===== src/rtl/clk_div_cfg_ctrl.sv =====
// Sequences run-time reprogramming of a configurable clock divider: park the output mux on
// refclk, load the new ratio, wait for the divider to settle, then reselect the divided clock.
module clk_div_cfg_ctrl #(
    parameter int unsigned MAX_DIV      = 64,
    parameter int unsigned RESET_HDIV   = 0,
    parameter int unsigned SEL_WAIT     = 4,
    parameter int unsigned SETTLE_EXTRA = 4,
    localparam int unsigned W           = $clog2(MAX_DIV)
) (
    input  logic         clk,
    input  logic         rst_n,
    input  logic         cfg_req,
    input  logic [W-1:0] cfg_half_div_less_1,
    input  logic         cfg_bypass,
    input  logic         dft_en,
    output logic         cfg_ack,
    output logic         cfg_busy,
    output logic [W-1:0] half_div_less_1,
    output logic         divclk_sel
);

    localparam int unsigned CntW = $clog2(2 * MAX_DIV + SETTLE_EXTRA + 1);

    localparam logic [2:0] StIdle   = 3'd0;
    localparam logic [2:0] StDesel  = 3'd1;
    localparam logic [2:0] StLoad   = 3'd2;
    localparam logic [2:0] StSettle = 3'd3;
    localparam logic [2:0] StResel  = 3'd4;
    localparam logic [2:0] StAck    = 3'd5;

    logic [2:0]      state_q, state_d;
    logic [CntW-1:0] cnt_q, cnt_d;
    logic [W-1:0]    nd_q, nd_d;
    logic            bp_q, bp_d;
    logic [W-1:0]    hdiv_q, hdiv_d;
    logic            sel_q, sel_d;
    logic            ack_q, ack_d;
    logic            busy_q, busy_d;
    logic [CntW-1:0] settle_m1;

    // S - 1 = 2*(nd+1) + SETTLE_EXTRA - 1 = 2*nd + SETTLE_EXTRA + 1
    assign settle_m1 = (CntW'(nd_q) << 1) + CntW'(SETTLE_EXTRA + 1);

    always_comb begin
        state_d = state_q;
        cnt_d   = cnt_q;
        nd_d    = nd_q;
        bp_d    = bp_q;
        hdiv_d  = hdiv_q;
        sel_d   = sel_q;
        case (state_q)
            StIdle: begin
                if (cfg_req && !dft_en) begin
                    nd_d = cfg_half_div_less_1;
                    bp_d = cfg_bypass;
                    // Already running the requested ratio on the divided clock: nothing to do.
                    if (!cfg_bypass && (cfg_half_div_less_1 == hdiv_q) && sel_q) begin
                        state_d = StAck;
                    end else begin
                        state_d = StDesel;
                        sel_d   = 1'b0;
                        cnt_d   = CntW'(SEL_WAIT - 1);
                    end
                end
            end
            StDesel: begin
                if (cnt_q == '0) begin
                    state_d = bp_q ? StAck : StLoad;
                end else begin
                    cnt_d = cnt_q - CntW'(1);
                end
            end
            StLoad: begin
                hdiv_d  = nd_q;
                cnt_d   = settle_m1;
                state_d = StSettle;
            end
            StSettle: begin
                if (cnt_q == '0) begin
                    state_d = StResel;
                end else begin
                    cnt_d = cnt_q - CntW'(1);
                end
            end
            StResel: begin
                sel_d   = 1'b1;
                state_d = StAck;
            end
            StAck: begin
                state_d = StIdle;
            end
            default: begin
                state_d = StIdle;
            end
        endcase
    end

    assign ack_d  = (state_d == StAck);
    assign busy_d = (state_d != StIdle);

    always_ff @(posedge clk or negedge rst_n) begin
        if (!rst_n) begin
            state_q <= StIdle;
            cnt_q   <= '0;
            nd_q    <= '0;
            bp_q    <= 1'b0;
            hdiv_q  <= W'(RESET_HDIV);
            sel_q   <= 1'b0;
            ack_q   <= 1'b0;
            busy_q  <= 1'b0;
        end else begin
            state_q <= state_d;
            cnt_q   <= cnt_d;
            nd_q    <= nd_d;
            bp_q    <= bp_d;
            hdiv_q  <= hdiv_d;
            sel_q   <= sel_d;
            ack_q   <= ack_d;
            busy_q  <= busy_d;
        end
    end

    assign cfg_ack         = ack_q;
    assign cfg_busy        = busy_q;
    assign half_div_less_1 = hdiv_q;
    // DFT forces refclk without disturbing the sequence in flight.
    assign divclk_sel      = sel_q & ~dft_en;

endmodule


===== config.mk =====
export PLATFORM = sky130hd
export DESIGN_NAME = clk_div_cfg_ctrl
export DESIGN_NICKNAME = d
export VERILOG_FILES = /design/src/rtl/clk_div_cfg_ctrl.sv
export SDC_FILE = /design/constraint.sdc
export NUM_CORES = 1
export LEC_CHECK = 0
export CAP_MARGIN = 0
export CORE_MARGIN = 4
export CORE_UTILIZATION = 48
export CTS_CLUSTER_DIAMETER = 30
export DETAILED_ROUTE_END_ITERATION = 8
export PLACE_DENSITY = 0.76
export SYNTH_ARGS = -nofsm -noshare
export SYNTH_HDL_FRONTEND = slang
export SYNTH_SLANG_ARGS = --single-unit

===== constraint.sdc =====
create_clock -name clk -period 1.71 [get_ports clk]
set_input_delay 0.342 -clock clk [delete_from_list [all_inputs] [get_ports clk]]
set_output_delay 0.342 -clock clk [all_outputs]
set_load 0.02 [all_outputs]

==> results of run 1 <==
## synth_stat cells, drive strengths merged, types with 2 or more instances
library cell,n,share of area (%)
a21oi,10,3.6
o21ai,6,2.0
ha,3,2.5
a221oi,2,1.6
nand3,4,1.4
or4,3,1.8
nor3b,2,1.0
buf,3,1.9
clkbuf,2,0.51
nor3,3,1.0
nor2,7,1.9
a22o,2,1.2
nor4,2,1.7
xor2,2,1.2
nand2b,2,0.85
nand2,48,12
nand4,2,0.85
dfrtp,27,46
inv,4,1.0
nor2b,7,3.0
xnor2,10,5.9
## power groups by stage
stage / clock network, mW / registers (mW) / logic (mW)
floorplan: 0 / 1.26 / 0.974
global placement: 0 / 1.19 / 1.68
detailed placement: 0 / 1.21 / 1.76
CTS: 0.296 / 1.18 / 1.90
global route: 0.327 / 1.24 / 2.25
finish: 0.290 / 1.19 / 2.06
## placed cells by master, fill, tap and decap left out, drive strengths merged
| master | n |
|---|---|
| nor3b | 2 |
| buf | 29 |
| a221oi | 2 |
| o32ai | 1 |
| or2 | 1 |
| o22ai | 1 |
| nor3 | 3 |
| nand4 | 2 |
| xor2 | 2 |
| and2 | 1 |
| nand2 | 48 |
| a21oi | 10 |
| a32oi | 1 |
| xnor2 | 10 |
| a22o | 2 |
| nor2b | 7 |
| o31ai | 1 |
| ha | 3 |
| nand3 | 4 |
| o221ai | 1 |
| o21bai | 1 |
| dfrtp | 27 |
| nand4b | 1 |
| dlygate4sd2 | 7 |
| nor4 | 2 |
| clkinv | 1 |
| or3 | 1 |
| nand2b | 2 |
| or4 | 3 |
| clkbuf | 3 |
| clkdlybuf4s50 | 12 |
| a211oi | 1 |
| and4bb | 1 |
| o21ai | 6 |
| inv | 4 |
| nor2 | 7 |
## worst paths after layout
kind | from | endpoint | slack (ns) | cells after the start
setup / recovery | cnt_q[1]$_DFFE_PN0P_ | cnt_q[5]$_DFFE_PN0P_ | -0.07 | 6
hold / removal | rst_n | cfg_busy$_DFF_PN0_ | 0.36 | 2
setup reg to reg | cnt_q[1]$_DFFE_PN0P_ | cnt_q[5]$_DFFE_PN0P_ | -0.07 | 6
hold reg to reg | half_div_less_1[2]$_DFFE_PN0P_ | half_div_less_1[2]$_DFFE_PN0P_ | 0.55 | 2
max in group asynchronous | rst_n | state_q[1]$_DFF_PN0_ | 1.10 | 2
min in group clk | half_div_less_1[2]$_DFFE_PN0P_ | half_div_less_1[2]$_DFFE_PN0P_ | 0.55 | 2
## layout make-up
cell class / instances / area (um2) / share of cell area [%]
Clock inverter: 1 / 5.00 / 0.252
Tap cell: 31 / 38.8 / 1.95
Clock buffer: 3 / 22.5 / 1.13
Multi-Input combinational cell: 127 / 816 / 41.1
Timing Repair Buffer: 48 / 414 / 20.8
Inverter: 4 / 15.0 / 0.756
Sequential cell: 27 / 676 / 34.0
## metal layers
| layer | wire length, um | share of wire (%) | track usage, % |
|---|---|---|---|
| met5 | 0 | 0 | 0 |
| met4 | 54 | 1.5 | 5.93 |
| met3 | 143 | 3.9 | 3.20 |
| met2 | 1840 | 50 | 31.7 |
| met1 | 1630 | 44 | 24.9 |
## timing repair
action	4_1_cts	5_1_grt
pin swaps	6	7
resized for setup	13	10
endpoints found under the setup margin	12	11
setup buffers	5	1
## stage by stage
| stage | cells | TNS, ns | instance area (um2) |
|---|---|---|---|
| after floorplan | 163 | 0 | 1480 |
| after global placement | 231 | -0.289 | 1850 |
| after detailed placement | 231 | -0.831 | 1850 |
| after CTS | 240 | -0.273 | 1940 |
| after global routing | 241 | -1.26 | 1990 |
| final | 241 | -0.261 | 1990 |
## worst max-delay path, stage by stage, from the launching register on
cell,delay [ns]
dfrtp_1,0.41
buf_4,0.15
or4_4,0.49
or4_1,0.40
nand2_1,0.09
a221oi_2,0.06
a21oi_2,0.12
## sequential cells by signal, indices dropped and copies added (netlist names)
register / flops
cnt_q: 8
half_div_less_1: 6
nd_q: 6
state_q: 3
bp_q: 1
cfg_ack: 1
cfg_busy: 1
sel_q: 1
## kinds of logic (layout without fill, tap and decap cells)
| family | Yosys count | count (layout) | share of synthesized area (%) |
|---|---|---|---|
| and+or+nand+nor | 85 | 85 | 28.3 |
| AOI/OAI and AO/OA | 27 | 27 | 12.9 |
| DFF | 27 | 27 | 45.7 |
| buffers and inverters | 9 | 56 | 3.38 |
| xor gates and xnor gates | 12 | 12 | 7.11 |
| adders and majority gates | 3 | 3 | 2.54 |
==> impl_metrics.csv, run 1 <==
group,metric,value,unit
layout,antenna_cells,0,
clock_network,cts_tree,"yes",
critical_path,worst-endpoint-required,1.99,ns
floorplan,row_count,19,
logic_synthesis,yosysWarnings,0,
clock_network,postCtsHoldBufs,0,
clock_network,cts_root_buffer,"clkbuf_4",
critical_path,startpoint_type,"flop",
power_and_ir_drop,leakage,0.923,nW
logic_synthesis,synth-edff-count,0,
power_and_ir_drop,power,3.54,mW
power_and_ir_drop,seq_power_share,33.7,%
critical_path,crit_path_max_fanout,3,
floorplan,dieArea,4030,um2
grt,grt_max_degree,28,
placement,port_buffers,19,
layout,n_fill_cell,218,
grt,grt_use_total,19.0,%
clock_network,numCtsBuffers,3,
logic_synthesis,postSynth.asyncResetShare,100,%
floorplan,die_h,63.5,um
placement,dp_slack,-0.155,ns
sta,clock.fmax,561,MHz
grt,antenna_found_initial,0,
clock_network,clk_path_buf_depth,2,
route,drc,0,
route,vias,1322,
sta,setup_viol,7,
floorplan,core,2850,um2
layout,nNetsFinal,225,
placement,finalWeightedCongestion,0.894,
sta,final-hold-violation-count,0,
sta,max_slew_margin,62.7,%
power_and_ir_drop,comb_power_share,58.1,%
sta,drv_slew,0,
sta,max_slew.worst_pin.slew,0.558,ns
logic_synthesis,synth_ff_type,"dfrtp_1",
logic_synthesis,yosys_register_bits,27,
logic_synthesis,syn_area_per_cell,9.07,um2
power_and_ir_drop,p_sw,1.50,mW
floorplan,die_w,63.5,um
logic_synthesis,ys_types,39,
run,cap_violations,0,
grt,grt_pass1_wl,6070,um
outcome,status,"finished, violations left",
clock_network,htreeDepth,1,
critical_path,endpoint_kind,"flop",
critical_path,arrival,2.07,ns
sta,rsz0062_at_grt,"true",
power_and_ir_drop,powerDensity,1780,nW/um2
route,vias_per_cell,5.49,
layout,postLayoutCoreUtil,69.6,%
logic_synthesis,netlist_area,1480,um2
route,initialDrtViolationCount,61,
route,routedWlPerCell,15.2,um
layout,drive_gt1_share,23.8,%
outcome,violations,"setup timing",
route,routed_wl,3670,um
critical_path,path_class,"reg2reg",
power_and_ir_drop,p_int,2.04,mW
power_and_ir_drop,irDropWorstVdd,0.941,mV
sta,hold_ws,0.357,ns
floorplan,start_util,51.8,%
power_and_ir_drop,p_sw_share,42.5,%
sta,skew,0.00322,ns
route,firstDrtPassIters,4,
logic_synthesis,synth-seq-area-share,45.7,%
floorplan,io_pins,20,
logic_synthesis,synth_nets,177,
power_and_ir_drop,pwr-share-clk,8.2,%
clock_network,clkLatencyLatePin,0.34,ns
sta,layout_setup_ws,-0.0719,ns
sta,min_period_over_period,104,%
clock_network,cts.clk_slew.worst_paths,0.15,ns
clock_network,clock-sinks,27,
sta,period_needed,1.78,ns
logic_synthesis,synth_cells,163,
layout,synthToLayoutAreaGrowth,34.3,%
min_path,hp-class,"in2async",
route,antenna_left,0,
grt,gr-total-overflow,0,
placement,dp_hpwl,2660,um
grt,first_global_vias,1328,
Power figures use the tool's default switching activity.
==> run 2: changes to the inputs <==
--- a/config.mk
+++ b/config.mk
@@ -7,10 +7,12 @@
 export LEC_CHECK = 0
 export CAP_MARGIN = 0
 export CORE_MARGIN = 4
-export CORE_UTILIZATION = 48
+export CORE_UTILIZATION = 51
+export CTS_BUF_LIST = sky130_fd_sc_hd__clkbuf_2
 export CTS_CLUSTER_DIAMETER = 30
 export DETAILED_ROUTE_END_ITERATION = 8
-export PLACE_DENSITY = 0.76
+export PLACE_DENSITY = 0.8
+export SLEW_MARGIN = 0
 export SYNTH_ARGS = -nofsm -noshare
 export SYNTH_HDL_FRONTEND = slang
 export SYNTH_SLANG_ARGS = --single-unit
==> run 2 against run 1 <==
The flow still finishes with violations (setup timing). Sequential power is essentially flat. Register-to-register slack got worse by 0.099 ns. Combinational power is 5% higher. Cell area rose by 3.0%. Die area decreased by 5.1%. Critical path depth unchanged. First-iteration DRC count down 4.9%. Clock power is 12% lower. Total power is 2.3% higher. Utilization is 4.6 points higher. Via count up 4.1%. Cell count rose by 2.1%. Critical path type unchanged. Largest power group unchanged.
==> impl_metrics.csv, run 2 (synthesized netlist as in run 1, its figures left out) <==
group,metric,value,unit
grt,antenna_found_initial,0,
critical_path,worst-endpoint-required,2.05,ns
layout,drive_gt1_share,27.4,%
layout,nNetsFinal,230,
critical_path,arrival,2.22,ns
floorplan,row_count,19,
placement,dp_cells,236,
layout,antenna_cells,0,
clock_network,htreeDepth,1,
placement,dp_hpwl,2720,um
clock_network,postCtsHoldBufs,0,
critical_path,startpoint_type,"flop",
route,vias_per_cell,5.59,
floorplan,start_util,53.6,%
sta,clock.fmax,532,MHz
clock_network,cts_tree,"yes",
clock_network,clkLatencyLatePin,0.37,ns
layout,final_cell_mix,"nand2_1 (46), buf_4 (29), dfrtp_1 (27)",
floorplan,core,2760,um2
floorplan,die_w,61.9,um
route,vias,1376,
floorplan,io_pins,20,
power_and_ir_drop,irDropWorstVdd,1.55,mV
grt,grt_use_total,23.2,%
sta,drv_slew,0,
critical_path,path_class,"reg2reg",
power_and_ir_drop,leakage,0.965,nW
grt,first_global_vias,1427,
placement,port_buffers,19,
grt,grt_pass1_wl,6560,um
layout,postLayoutCoreUtil,74.2,%
clock_network,cts.clk_slew.worst_paths,0.27,ns
sta,min_period_over_period,110,%
power_and_ir_drop,p_sw,1.57,mW
route,drc,0,
placement,finalWeightedCongestion,0.785,
power_and_ir_drop,powerDensity,1770,nW/um2
sta,setup_viol,7,
sta,layout_setup_ws,-0.171,ns
layout,largest_reg_flops,8,
run,cap_violations,0,
power_and_ir_drop,p_sw_share,43.2,%
route,antenna_left,0,
clock_network,cts_root_buffer,"clkbuf_2",
clock_network,clock-sinks,27,
route,routedWlPerCell,15.9,um
grt,grt_max_degree,28,
sta,skew,0.00678,ns
layout,post-route-cell-area,2050,um2
placement,dpl_cell_area,1890,um2
layout,regMostFlops,"cnt_q",
clock_network,numCtsBuffers,3,
route,firstDrtPassIters,4,
floorplan,dieArea,3830,um2
layout,n_fill_cell,193,
floorplan,die_h,61.9,um
sta,max_slew.worst_pin.slew,0.358,ns
route,routed_wl,3920,um
power_and_ir_drop,p_int,2.06,mW
sta,rsz0062_at_grt,"true",
layout,fin_cells,246,
clock_network,clk_path_buf_depth,2,
outcome,status,"finished, violations left",
min_path,hp-class,"in2async",
critical_path,crit_path_max_fanout,4,
route,initialDrtViolationCount,58,
power_and_ir_drop,seq_power_share,33.4,%
sta,period_needed,1.88,ns
critical_path,endpoint_kind,"flop",
outcome,violations,"setup timing",
power_and_ir_drop,pwr-share-clk,7.1,%
layout,layout_commonest_cell,"nand2_1",
sta,max_slew_margin,76.1,%
layout,synthToLayoutAreaGrowth,38.4,%
sta,final-hold-violation-count,0,
power_and_ir_drop,comb_power_share,59.5,%
grt,gr-total-overflow,0,
## run 2: power by group through the flow
stage | clock network (mW) | logic, mW | registers [mW]
6_report | 0.256 | 2.16 | 1.21
5_1_grt | 0.282 | 2.34 | 1.26
4_1_cts | 0.255 | 1.98 | 1.19
3_5_place_dp | 0 | 1.82 | 1.20
3_3_place_gp | 0 | 1.75 | 1.18
2_1_floorplan | 0 | 0.974 | 1.26
## run 2: cell type report
type	count	area, um2	area share [%]
inverters	4	15.0	0.733
repair buffers	52	449	21.9
well taps	31	38.8	1.89
flip-flops and latches	27	676	33.0
clock buffers	3	15.0	0.733
multi-input cells	128	848	41.4
clock inverters	1	5.00	0.244
## run 2: metrics by stage
stage	setup WS [ns]	total power, mW	TNS (ns)	hold WS [ns]
2_1_floorplan	0.0209	2.24	0	0.0464
3_3_place_gp	-0.257	2.93	-1.69	0.502
3_5_place_dp	-0.361	3.02	-2.58	0.506
4_1_cts	-0.138	3.43	-0.734	0.306
5_1_grt	-0.220	3.88	-0.928	0.283
6_report	-0.171	3.62	-0.358	0.293
## run 2: what timing repair did
| item | CTS | global route |
|---|---|---|
| pin swaps | 3 | 3 |
| cloned | 1 | 0 |
| endpoints found under the setup margin | 15 | 14 |
| gates resized for setup | 17 | 12 |
| setup buffers | 3 | 2 |
| hold endpoints to repair | 0 | 0 |
## run 2: critical path: stages, from the launching register on
cell,delay (ns)
dfrtp_1,0.49
buf_6,0.15
or4_4,0.53
or4_1,0.41
nand2_1,0.09
a221oi_2,0.06
a21oi_2,0.11
## run 2: worst paths after layout
check	start	end	slack, ns	depth (start not counted)
min in group clk	cfg_half_div_less_1[1]	nd_q[1]$_DFFE_PN0P_	0.50	3
max in group asynchronous	rst_n	nd_q[2]$_DFFE_PN0P_	1.15	2
setup reg to reg	cnt_q[3]$_DFFE_PN0P_	cnt_q[5]$_DFFE_PN0P_	-0.17	6
hold / removal	rst_n	cnt_q[0]$_DFFE_PN0P_	0.29	2
hold reg to reg	half_div_less_1[0]$_DFFE_PN0P_	half_div_less_1[0]$_DFFE_PN0P_	0.56	2
setup / recovery	cnt_q[3]$_DFFE_PN0P_	cnt_q[5]$_DFFE_PN0P_	-0.17	6
## run 2: metal layers
metal | global-route usage, % | vias up | routed length, um
li1 | - | 661 | -
met2 | 39.6 | 30 | 2110
met3 | 3.31 | 4 | 130
met5 | 0 | - | 0
met4 | 8.79 | 0 | 31
met1 | 29.6 | 681 | 1640
==> run 3: changes to the inputs <==
--- a/config.mk
+++ b/config.mk
@@ -6,12 +6,15 @@
 export NUM_CORES = 1
 export LEC_CHECK = 0
 export CAP_MARGIN = 0
+export CORE_ASPECT_RATIO = 1.4
 export CORE_MARGIN = 4
 export CORE_UTILIZATION = 51
 export CTS_BUF_LIST = sky130_fd_sc_hd__clkbuf_2
 export CTS_CLUSTER_DIAMETER = 30
 export DETAILED_ROUTE_END_ITERATION = 8
+export HOLD_SLACK_MARGIN = 0.08
 export PLACE_DENSITY = 0.8
+export RECOVER_POWER = 50
 export SLEW_MARGIN = 0
 export SYNTH_ARGS = -nofsm -noshare
 export SYNTH_HDL_FRONTEND = slang
==> run 3 against run 2 <==
The run still ends with setup timing left. Cell area is 5.1% lower. Routed wire length is 5.4% lower. Combinational power is 13% lower. First-iteration DRC count is 1.7% higher. Register-to-register slack better by 0.14 ns. Maximum frequency is 7.8% higher. Critical endpoint unchanged. Largest cell class unchanged. Highest routed layer unchanged.
==> impl_metrics.csv, run 3 (synthesized netlist as in run 1, its figures left out) <==
group,metric,value,unit
outcome,status,"finished, violations left",
outcome,violations,"setup timing",
route,drc,0,
sta,clock.fmax,573,MHz
power_and_ir_drop,pwr-share-clk,7.3,%
grt,antenna_found_initial,0,
critical_path,path_class,"reg2reg",
layout,antenna_cells,0,
clock_network,postCtsHoldBufs,0,
sta,layout_setup_ws,-0.0351,ns
critical_path,crit_path_max_fanout,3,
grt,grt_max_degree,28,
power_and_ir_drop,p_sw,1.42,mW
floorplan,die_h,71.7,um
clock_network,clk_path_buf_depth,2,
layout,nNetsFinal,223,
route,vias_per_cell,5.49,
floorplan,die_w,53.5,um
floorplan,start_util,54.8,%
critical_path,rr_startpoint,"cnt_q[1]$_DFFE_PN0P_",
power_and_ir_drop,leakage,0.926,nW
sta,min_period_over_period,102,%
floorplan,io_pins,20,
route,antenna_left,0,
layout,regMostFlops,"cnt_q",
route,firstDrtPassIters,4,
floorplan,dieArea,3840,um2
power_and_ir_drop,p_int,1.91,mW
power_and_ir_drop,p_sw_share,42.6,%
clock_network,cts_tree,"yes",
sta,skew,0.0249,ns
sta,drv_slew,0,
sta,hold_ws,0.492,ns
grt,grt_use_total,22.4,%
sta,max_slew.worst_pin.slew,0.680,ns
sta,max_slew_margin,54.7,%
route,initialDrtViolationCount,59,
power_and_ir_drop,comb_power_share,56.9,%
floorplan,core,2700,um2
critical_path,worst-endpoint-required,2.04,ns
clock_network,cts_root_buffer,"clkbuf_2",
placement,finalWeightedCongestion,0.810,
grt,grt_pass1_wl,6330,um
placement,port_buffers,19,
clock_network,clkLatencyLatePin,0.37,ns
sta,rsz0062_at_grt,"true",
layout,final_cell_mix,"nand2_1 (48), dfrtp_1 (27), buf_4 (23)",
critical_path,timing.rr.end,"cnt_q[5]$_DFFE_PN0P_",
min_path,hp-class,"in2async",
route,vias,1340,
run,cap_violations,0,
power_and_ir_drop,seq_power_share,35.8,%
route,routed_wl,3710,um
placement,dp_hpwl,2800,um
grt,first_global_vias,1371,
floorplan,row_count,22,
critical_path,rrSetupSlack,-0.04,ns
layout,largest_reg_flops,8,
critical_path,r2r_cells,6,
layout,drive_gt1_share,23.1,%
critical_path,endpoint_kind,"flop",
grt,gr-total-overflow,0,
clock_network,clock-sinks,27,
sta,final-hold-violation-count,0,
layout,n_fill_cell,225,
layout,synthToLayoutAreaGrowth,31.4,%
power_and_ir_drop,powerDensity,1710,nW/um2
route,routedWlPerCell,15.2,um
clock_network,cts.clk_slew.worst_paths,0.26,ns
critical_path,arrival,2.08,ns
clock_network,numCtsBuffers,3,
layout,layout_commonest_cell,"nand2_1",
clock_network,htreeDepth,1,
placement,dp_slack,-0.157,ns
power_and_ir_drop,irDropWorstVdd,1.07,mV
critical_path,startpoint_type,"flop",
sta,setup_viol,2,
sta,period_needed,1.75,ns
## run 3: per-stage QoR
step / power [mW] / util [%] / instance area (um2) / TNS [ns] / instances
2_1_floorplan: 2.24 / - / 1480 / 0 / 163
4_1_cts: 3.28 / 71.2 / 1920 / -0.0811 / 243
3_3_place_gp: 2.86 / 68.8 / 1860 / -0.349 / 236
3_5_place_dp: 2.96 / 68.8 / 1860 / -0.800 / 236
5_1_grt: 3.59 / 72.0 / 1940 / -0.622 / 244
6_report: 3.33 / 72.0 / 1940 / -0.0448 / 244
## run 3: worst max-delay path, cell delays in order (launching register included)
cell,delay (ns)
dfrtp_1,0.44
buf_6,0.12
or4_4,0.49
or4_1,0.40
nand2_1,0.10
a221oi_2,0.06
a21oi_2,0.12
## run 3: power groups by stage
stage / registers (mW) / clock network (mW) / logic (mW)
detailed placement: 1.21 / 0 / 1.75
global route: 1.23 / 0.281 / 2.07
CTS: 1.18 / 0.248 / 1.85
floorplan: 1.26 / 0 / 0.974
finish: 1.19 / 0.243 / 1.89
global placement: 1.19 / 0 / 1.67
## run 3: timing repair
action / 4_1_cts / 5_1_grt
endpoints found under the hold margin: 0 / 0
setup endpoints to repair: 12 / 13
pin swaps: 3 / 1
gates cloned: 0 / 0
resized for setup: 15 / 4
setup buffers: 3 / 1
## run 3: per-layer routing
| layer | vias to the layer above | GRT usage (%) | routed length [um] |
|---|---|---|---|
| li1 | 645 | - | - |
| met5 | - | 0 | 0 |
| met2 | 33 | 39.6 | 2030 |
| met3 | 9 | 2.70 | 101 |
| met4 | 0 | 7.67 | 76 |
| met1 | 653 | 27.0 | 1510 |
## run 3: worst max path at each step
stage / endpoint / from / depth (start not counted) / slack, ns
6_report: cnt_q[5]$_DFFE_PN0P_ / cnt_q[1]$_DFFE_PN0P_ / 6 / -0.04
5_1_grt: cnt_q[5]$_DFFE_PN0P_ / cnt_q[1]$_DFFE_PN0P_ / 6 / -0.13
4_1_cts: cnt_q[5]$_DFFE_PN0P_ / cnt_q[1]$_DFFE_PN0P_ / 6 / -0.04
3_5_place_dp: divclk_sel / dft_en / 3 / -0.16
3_3_place_gp: divclk_sel / dft_en / 3 / -0.11
2_1_floorplan: cnt_q[1]$_DFFE_PN0P_ / cnt_q[0]$_DFFE_PN0P_ / 8 / 0.02
## run 3: cell type report
class                      instances  area (um2)  area share, %
sequential                        27         676           34.8
clock inverter                     1        5.00          0.258
timing repair buffer              46         398           20.5
tap                               36        45.0           2.32
multi-input combinational        127         790           40.6
clock buffer                       3        15.0          0.773
inverter                           4        15.0          0.773
